**config.mk**
```make
export PLATFORM = sky130hd
export DESIGN_NAME = fp_issue
export DESIGN_NICKNAME = d
export VERILOG_FILES = /design/src/rtl/fp_issue.sv
export SDC_FILE = /design/constraint.sdc
export NUM_CORES = 1
export LEC_CHECK = 0
export CAP_MARGIN = 20
export CORE_MARGIN = 10
export CORE_UTILIZATION = 42
export DETAILED_ROUTE_END_ITERATION = 12
export HOLD_SLACK_MARGIN = 0.12
export PLACE_DENSITY = 0.88
export SLEW_MARGIN = 20
export SYNTH_ARGS = -nofsm -noshare
export SYNTH_HDL_FRONTEND = slang
export SYNTH_SLANG_ARGS = --single-unit
```
**constraint.sdc**
```tcl
create_clock -name clock -period 4.42 [get_ports clock]
set_input_delay 0.663 -clock clock [delete_from_list [all_inputs] [get_ports clock]]
set_output_delay 0.663 -clock clock [all_outputs]
set_load 0.02 [all_outputs]
```
**src/rtl/fp_issue.sv**
```systemverilog
// FP issue sequencer: hands one operation at a time to the FPU, waits for its result or times it out, and returns a response.
// Latency: request accepted in cycle N, fpu_enable in N+1, rsp_valid from N+2 at the earliest. Add one cycle per WAIT cycle.
// Backpressure: req_ready is high only in IDLE. rsp_valid and its payload hold until rsp_ready. flush overrides everything.
module fp_issue #(
  parameter int TIMEOUT = 64,
  parameter int OPW     = 8
) (
  input  logic            clock,
  input  logic            reset,
  input  logic            req_valid,
  output logic            req_ready,
  input  logic [OPW-1:0]  req_op,
  input  logic [31:0]     req_data1,
  input  logic [31:0]     req_data2,
  input  logic [31:0]     req_data3,
  input  logic [2:0]      req_rm,
  output logic            fpu_enable,
  output logic [OPW-1:0]  fpu_op,
  output logic [31:0]     fpu_data1,
  output logic [31:0]     fpu_data2,
  output logic [31:0]     fpu_data3,
  output logic [2:0]      fpu_rm,
  input  logic            fpu_ready,
  input  logic [31:0]     fpu_result,
  input  logic [4:0]      fpu_flags,
  output logic            fpu_kill,
  output logic            rsp_valid,
  input  logic            rsp_ready,
  output logic [31:0]     rsp_result,
  output logic [4:0]      rsp_flags,
  output logic            rsp_error,
  input  logic            flush,
  output logic [4:0]      fflags,
  input  logic            fflags_clr
);

  typedef enum logic [1:0] {IDLE, ISSUE, WAIT, RESP} state_t;

  // Last WAIT-cycle count value before the operation is declared lost.
  localparam logic [7:0] WAIT_LAST = 8'(TIMEOUT - 1);
  localparam logic [31:0] QNAN     = 32'h7FC0_0000;
  localparam logic [4:0]  NV_FLAG  = 5'b10000;

  state_t     state;
  logic [7:0] wait_cnt;
  logic       rsp_hs;

  // Status outputs decode straight from the state register. A flush in IDLE refuses the request.
  assign req_ready  = (state == IDLE) && !flush && !reset;
  assign fpu_enable = (state == ISSUE);
  assign rsp_valid  = (state == RESP);
  // A response that is flushed in the same cycle counts as dropped, not delivered.
  assign rsp_hs     = (state == RESP) && rsp_ready && !flush;

  // Main sequencer: state, latched operation, captured response, kill strobe and sticky flags.
  always_ff @(posedge clock) begin
    if (reset) begin
      state      <= IDLE;
      wait_cnt   <= '0;
      fpu_op     <= '0;
      fpu_data1  <= '0;
      fpu_data2  <= '0;
      fpu_data3  <= '0;
      fpu_rm     <= '0;
      fpu_kill   <= 1'b0;
      rsp_result <= '0;
      rsp_flags  <= '0;
      rsp_error  <= 1'b0;
      fflags     <= '0;
    end else begin
      fpu_kill <= 1'b0;

      unique case (state)
        IDLE: begin
          if (req_valid && !flush) begin
            fpu_op    <= req_op;
            fpu_data1 <= req_data1;
            fpu_data2 <= req_data2;
            fpu_data3 <= req_data3;
            fpu_rm    <= req_rm;
            wait_cnt  <= '0;
            state     <= ISSUE;
          end
        end
        ISSUE: begin
          if (flush) begin
            fpu_kill <= 1'b1;
            state    <= IDLE;
          end else if (fpu_ready) begin
            rsp_result <= fpu_result;
            rsp_flags  <= fpu_flags;
            rsp_error  <= 1'b0;
            state      <= RESP;
          end else begin
            state <= WAIT;
          end
        end
        WAIT: begin
          if (flush) begin
            fpu_kill <= 1'b1;
            state    <= IDLE;
          end else if (fpu_ready) begin
            rsp_result <= fpu_result;
            rsp_flags  <= fpu_flags;
            rsp_error  <= 1'b0;
            state      <= RESP;
          end else if (wait_cnt == WAIT_LAST) begin
            // The FPU never answered: abort it and return a quiet NaN with the invalid flag.
            rsp_result <= QNAN;
            rsp_flags  <= NV_FLAG;
            rsp_error  <= 1'b1;
            fpu_kill   <= 1'b1;
            state      <= RESP;
          end else if (wait_cnt != 8'hFF) begin
            wait_cnt <= wait_cnt + 8'd1;
          end
        end
        RESP: begin
          if (flush || rsp_ready) begin
            state <= IDLE;
          end
        end
        default: state <= IDLE;
      endcase

      // The clear applies first, so a flag delivered in the same cycle survives.
      fflags <= (fflags_clr ? 5'b00000 : fflags) | (rsp_hs ? rsp_flags : 5'b00000);
    end
  end

endmodule

```
* After elaboration in Yosys (flattened, before gate mapping)
Index checks and enable logic that the tools add are counted.
** Operators by class
- Eq/ne operators :: 15
- Bitwise logic cells :: 1
- Mux-type cells :: 39
- Reductions and logical operators :: 15
- $add $sub $neg :: 1
** Operators with widths (count)
- two-way mux 32 bit :: 5
- case mux 32 bit (2 select lines) :: 1
- two-way mux 8 bit :: 5
- two-way mux 5 bit :: 7
- case mux 8 bit (2 select lines) :: 1
- two-way mux 2 bit :: 6
- two-way mux 1 bit :: 10
- inequality test 2 bit (second input constant) :: 5
- case mux 5 bit (2 select lines) :: 1
- adder 8 x 1 -> 8 bit (second input constant) :: 1
- equality test 8 x 6 -> 1 bit (second input constant) :: 1
- inequality test 8 bit (second input constant) :: 1
- case mux 2 bit (4 select lines) :: 1
- inequality test 2 x 1 -> 1 bit (second input constant) :: 3
- AND reduction 6 bit :: 1
- logical AND 1 bit :: 5
- bitwise OR 5 bit :: 1
- AND reduction 5 bit :: 1
- equality test 2 bit (second input constant) :: 2
- inequality test 4 bit (second input constant) :: 1
- case mux 1 bit (2 select lines) :: 2
- nonzero test 2 bit :: 2
- inequality test 3 bit (second input constant) :: 1
- AND reduction 3 bit :: 1
- 5 further kinds :: 6
** Word-level totals
- Register bits after elaboration :: 161
- Logic and storage cells :: 83

* Depth between registers and ports, before layout
- Depth in word-level cells :: 6
- Gate-level depth with buffers :: 8

* Worst setup path before layout
No wires, ideal clock.
- Path type :: input port to output port
- Start point :: input port reset
- End point :: output port req_ready
- Slack :: 2.173 ns
- Cell stages on the path :: 3
- Arrival time :: 1.584 ns
- Required time :: 3.757 ns
- Cell sequence :: clkbuf_1 > buf_1 > nor3b_1
** Between the ends
- Longest elaborated chain between the ends :: 2
** RTL lines
- start, declared :: line 9 : input logic reset,
- logical NOT 1 bit :: line 49 : assign req_ready = (state == IDLE) && !flush && !reset;
- logical AND 1 bit :: line 49
- end, declared :: line 11 : output logic req_ready,
Every way passes these cells.

* Final worst setup path
- Start point :: input port flush
- End point :: output port req_ready
** Between the ends
- Longest elaborated chain between the ends :: 3
** RTL lines
- start, declared :: line 32 : input logic flush,
- logical NOT 1 bit :: line 49
- logical AND 1 bit (2 in a row) :: line 49
Every way passes these cells.

==> metrics.log <==
INFO  metric clk-insertion-delay-late = 0.43 ns
INFO  metric synth.lib_cells_used.distinct = 45
INFO  metric syn-cell-area = 5800 µm²
INFO  metric detail_route.first_pass.iterations = 5
INFO  metric route.detailed.wl_per_inst = 18.3 µm
INFO  metric yosysWarnings = 0
INFO  metric fin_setup_tns = 0 ns
INFO  metric numCtsBuffers = 17
INFO  metric synth_enable_flop_cells = 0
INFO  metric final_hold_viol_count = 0
INFO  metric postSynthRegisterBits = 161
INFO  metric core_area = 13,400 µm²
INFO  metric post-cts-setup-buffer-count = 0
INFO  metric dieHeight = 138 µm
INFO  metric num-nets-final = 1,106
INFO  metric track_usage = 20.9%
INFO  metric syn-instance-count = 670
INFO  metric grt_setup_unrepaired = no
INFO  metric cts_hold_repair.buffers = 0
INFO  metric crit_required = 3.76 ns
INFO  metric dpl-instance-area = 8910 µm²
INFO  metric synth_compound_area_share = 19.8%
INFO  metric peakVddDrop = 0.315 mV
INFO  metric startpoint = flush
INFO  metric asyncSetResetFlopFracSynth = 0%
INFO  metric io_pins = 305
INFO  metric clockRootBuffer = sky130_fd_sc_hd__clkbuf_16
INFO  metric grt_start_max_net_pins = 70
INFO  metric critical_path_class = input pin to output port
INFO  metric synth.mux.area_fraction = 0.172%
INFO  metric critical_path.reg2reg.endpoint = rsp_result[3]
INFO  metric most_common_flop_cell_mapped_by_yosys = sky130_fd_sc_hd__dfxtp_1
INFO  metric final-setup-viol-count = 0
INFO  metric place.detailed.hpwl = 15,100 µm
INFO  metric timing.fmax = 331 MHz
INFO  metric wl = 20,800 µm
INFO  metric worst_setup_path_endpoint = req_ready
INFO  metric worst_ep_arrival_time = 2.36 ns
INFO  metric post_synth_fa_ha_maj_area_fraction = 1.29%
INFO  metric p_leak = 3.42 nW
INFO  metric tritoncts = done
INFO  metric grt-ovfl-total = 0
INFO  metric status = finished clean
INFO  metric period_minus_slack = 3.02 ns
INFO  metric worst_setup_path_start_kind = input pin
INFO  metric synthXorXnorAreaFrac = 0.151%
INFO  metric yosys.area_share.simple = 18.9%
INFO  metric clock_slew_at_reported_path_ffs = 0.06 ns
INFO  metric timing.final.crit_share = 68.3%
INFO  metric antenna_cells_inserted = 0
INFO  metric reg2reg_depth = 7
INFO  metric synth_top_family_by_area = compound AO/OA/AOI/OAI gates
INFO  metric h-tree-depth = 4
INFO  metric io_buffer_count = 304
INFO  metric finalWeightedCongestion = 0.844
INFO  metric grt_pass1_wl = 31,000 µm
INFO  metric syn_to_final_growth = 63.8%
INFO  metric via_count_of_the_first_global_routing_pass = 5,734
INFO  metric worst_pin_slew = 0.833 ns
INFO  metric holdCritPathClass = flop to flop
INFO  metric maxCapViolations = 0
INFO  metric synth_area_per_cell = 8.66 µm²
INFO  metric drt.antenna.violating_nets = 0
INFO  metric worst_clock_skew = 0.0109 ns
INFO  metric final_layout_size_suffix_gt1_share = 4.47%
INFO  metric antenna_found_initial = 0
INFO  metric synth_sequential_area_ratio = 55.5%
INFO  metric fraction_of_post_synthesis_cell_area_in_the_top_cell_type_by_area = 55.5%
INFO  metric start_util = 43.3%
INFO  metric finalPower = 3.81 mW
INFO  metric placement_rows = 42
INFO  metric chipWidth = 138 µm
INFO  metric post-synth-top-area-cell = sky130_fd_sc_hd__dfxtp_1
INFO  metric drt_iter0_drc = 389
INFO  metric slew_limit_headroom = 44.1%
INFO  metric resize_count_post_cts = 0
INFO  metric worst-r2r-setup-slack = 1.76 ns
INFO  metric ctsLongestPathBuffers = 2
INFO  metric cts_sinks = 161
INFO  metric post_layout_instance_area = 9510 µm²
INFO  metric postSynthNetCount = 827
INFO  metric power_per_cell_area = 401 nW/µm²
INFO  metric drc = 0
INFO  metric dieArea = 18,900 µm²
INFO  metric final_max_slew_viol_count = 0
INFO  metric critical_path.max_fanout = 15
INFO  metric synth.top_cells.by_area = sky130_fd_sc_hd__dfxtp_1, sky130_fd_sc_hd__nand2_1, sky130_fd_sc_hd__a21oi_1
INFO  metric r2r-start = state[0]
INFO  metric via_count = 5,833
INFO  metric via_per_inst = 5.13
INFO  metric crit_path_end_kind = output port
-- synthesized netlist by cell type (3+ instances only) --
cell	number
sky130_fd_sc_hd__nand4_1	3
sky130_fd_sc_hd__o41ai_1	3
sky130_fd_sc_hd__o21ai_1	4
sky130_fd_sc_hd__buf_2	12
sky130_fd_sc_hd__nand2_1	219
sky130_fd_sc_hd__ha_1	6
sky130_fd_sc_hd__dfxtp_1	161
sky130_fd_sc_hd__inv_1	6
sky130_fd_sc_hd__a311o_1	3
sky130_fd_sc_hd__clkbuf_1	28
sky130_fd_sc_hd__buf_1	6
sky130_fd_sc_hd__a21oi_1	121
sky130_fd_sc_hd__a22o_1	27
sky130_fd_sc_hd__buf_4	3
sky130_fd_sc_hd__nor2b_1	7
sky130_fd_sc_hd__o221a_1	10
sky130_fd_sc_hd__nand3b_1	3
sky130_fd_sc_hd__nand3_1	3
sky130_fd_sc_hd__nor2_1	11
-- placed cells by master, fill, tap and decap left out, types with 2 or more instances in the layout --
master / n
sky130_fd_sc_hd__nor2_1: 11
sky130_fd_sc_hd__inv_1: 6
sky130_fd_sc_hd__inv_6: 6
sky130_fd_sc_hd__clkinvlp_4: 2
sky130_fd_sc_hd__nand2b_1: 2
sky130_fd_sc_hd__clkbuf_16: 17
sky130_fd_sc_hd__a31oi_1: 2
sky130_fd_sc_hd__and3_1: 2
sky130_fd_sc_hd__buf_4: 5
sky130_fd_sc_hd__nor2b_1: 7
sky130_fd_sc_hd__a31o_1: 2
sky130_fd_sc_hd__o221a_1: 10
sky130_fd_sc_hd__nand3_1: 3
sky130_fd_sc_hd__o41ai_1: 3
sky130_fd_sc_hd__a311o_1: 3
sky130_fd_sc_hd__nand2_1: 219
sky130_fd_sc_hd__bufinv_16: 2
sky130_fd_sc_hd__a22o_1: 27
sky130_fd_sc_hd__a21oi_1: 121
sky130_fd_sc_hd__nand4_1: 3
sky130_fd_sc_hd__dfxtp_1: 161
sky130_fd_sc_hd__nor3b_1: 2
sky130_fd_sc_hd__nand3b_1: 3
sky130_fd_sc_hd__clkinv_4: 2
sky130_fd_sc_hd__o21ai_0: 2
sky130_fd_sc_hd__inv_8: 2
sky130_fd_sc_hd__clkdlybuf4s50_1: 303
sky130_fd_sc_hd__ha_1: 6
sky130_fd_sc_hd__o21ai_1: 4
sky130_fd_sc_hd__nor3_1: 2
-- registers in the layout, indices dropped and copies added, names as in the netlist --
signal      count
wait_cnt        8
fpu_data2      32
fpu_rm          3
fflags          5
state           2
fpu_op          8
fpu_data3      32
fpu_data1      32
fpu_kill        1
rsp_error       1
rsp_flags       5
rsp_result     32
-- critical path: stages --
cell and delay (ns):
sky130_fd_sc_hd__clkdlybuf4s50_1 0.66, sky130_fd_sc_hd__nor3b_1 0.33, sky130_fd_sc_hd__clkdlybuf4s50_1 0.70
-- worst min-delay path by stage --
stage | from | endpoint | depth (start not counted)
after global routing | fpu_data3[3] | fpu_data3[3] | 2
after floorplan | wait_cnt[4] | wait_cnt[4] | 1
final | fpu_data1[19] | fpu_data1[19] | 2
after detailed placement | fpu_data1[31] | fpu_data1[31] | 2
after global placement | fpu_data2[16] | fpu_data2[16] | 2
after CTS | fpu_data2[24] | fpu_data2[24] | 2
-- report_power, final --
group / total, mW / internal (mW) / switching [mW] / leakage [nW]
sequential: 1.60 / 1.55 / 0.0543 / 1.31
combinational: 0.715 / 0.357 / 0.359 / 1.82
clock: 1.49 / 0.851 / 0.643 / 0.289
-- kinds of logic (layout without fill, tap and decap cells) --
family | Yosys count | after routing
AO/OA/AOI/OAI | 182 | 182
XOR/XNOR | 1 | 1
adder cells (fa/ha/maj) | 6 | 6
buffers and inverters | 56 | 348
flip-flops | 161 | 161
multiplexers | 1 | 1
AND/OR/NAND/NOR | 263 | 263
-- metal layers --
layer | up-vias | GRT usage [%] | share of wire [%]
met5 | - | 0 | 0
met4 | 0 | 7.32 | 2.3
met3 | 32 | 8.41 | 10
met2 | 224 | 36.3 | 51
met1 | 2742 | 22.3 | 37
li1 | 2835 | - | -
-- layout make-up --
type / count / area [µm²]
fillers: 981 / 3890
flip-flops and latches: 161 / 3220
repair buffers: 309 / 3090
multi-input cells: 453 / 2350
clock buffers: 17 / 425
well taps: 176 / 220
clock inverters: 15 / 173
inverters: 7 / 26.3
-- through the flow --
step           cells  utilization, %  hold slack (ns)  setup slack [ns]
2_1_floorplan    670               -            0.436              2.17
3_3_place_gp    1106            66.5            0.440              1.46
3_5_place_dp    1106            66.5            0.446              1.41
4_1_cts         1138            70.9            0.454              1.40
5_1_grt         1138            70.9            0.468              1.27
6_report        1138            70.9            0.452              1.40
Power figures use the tool's default switching activity.
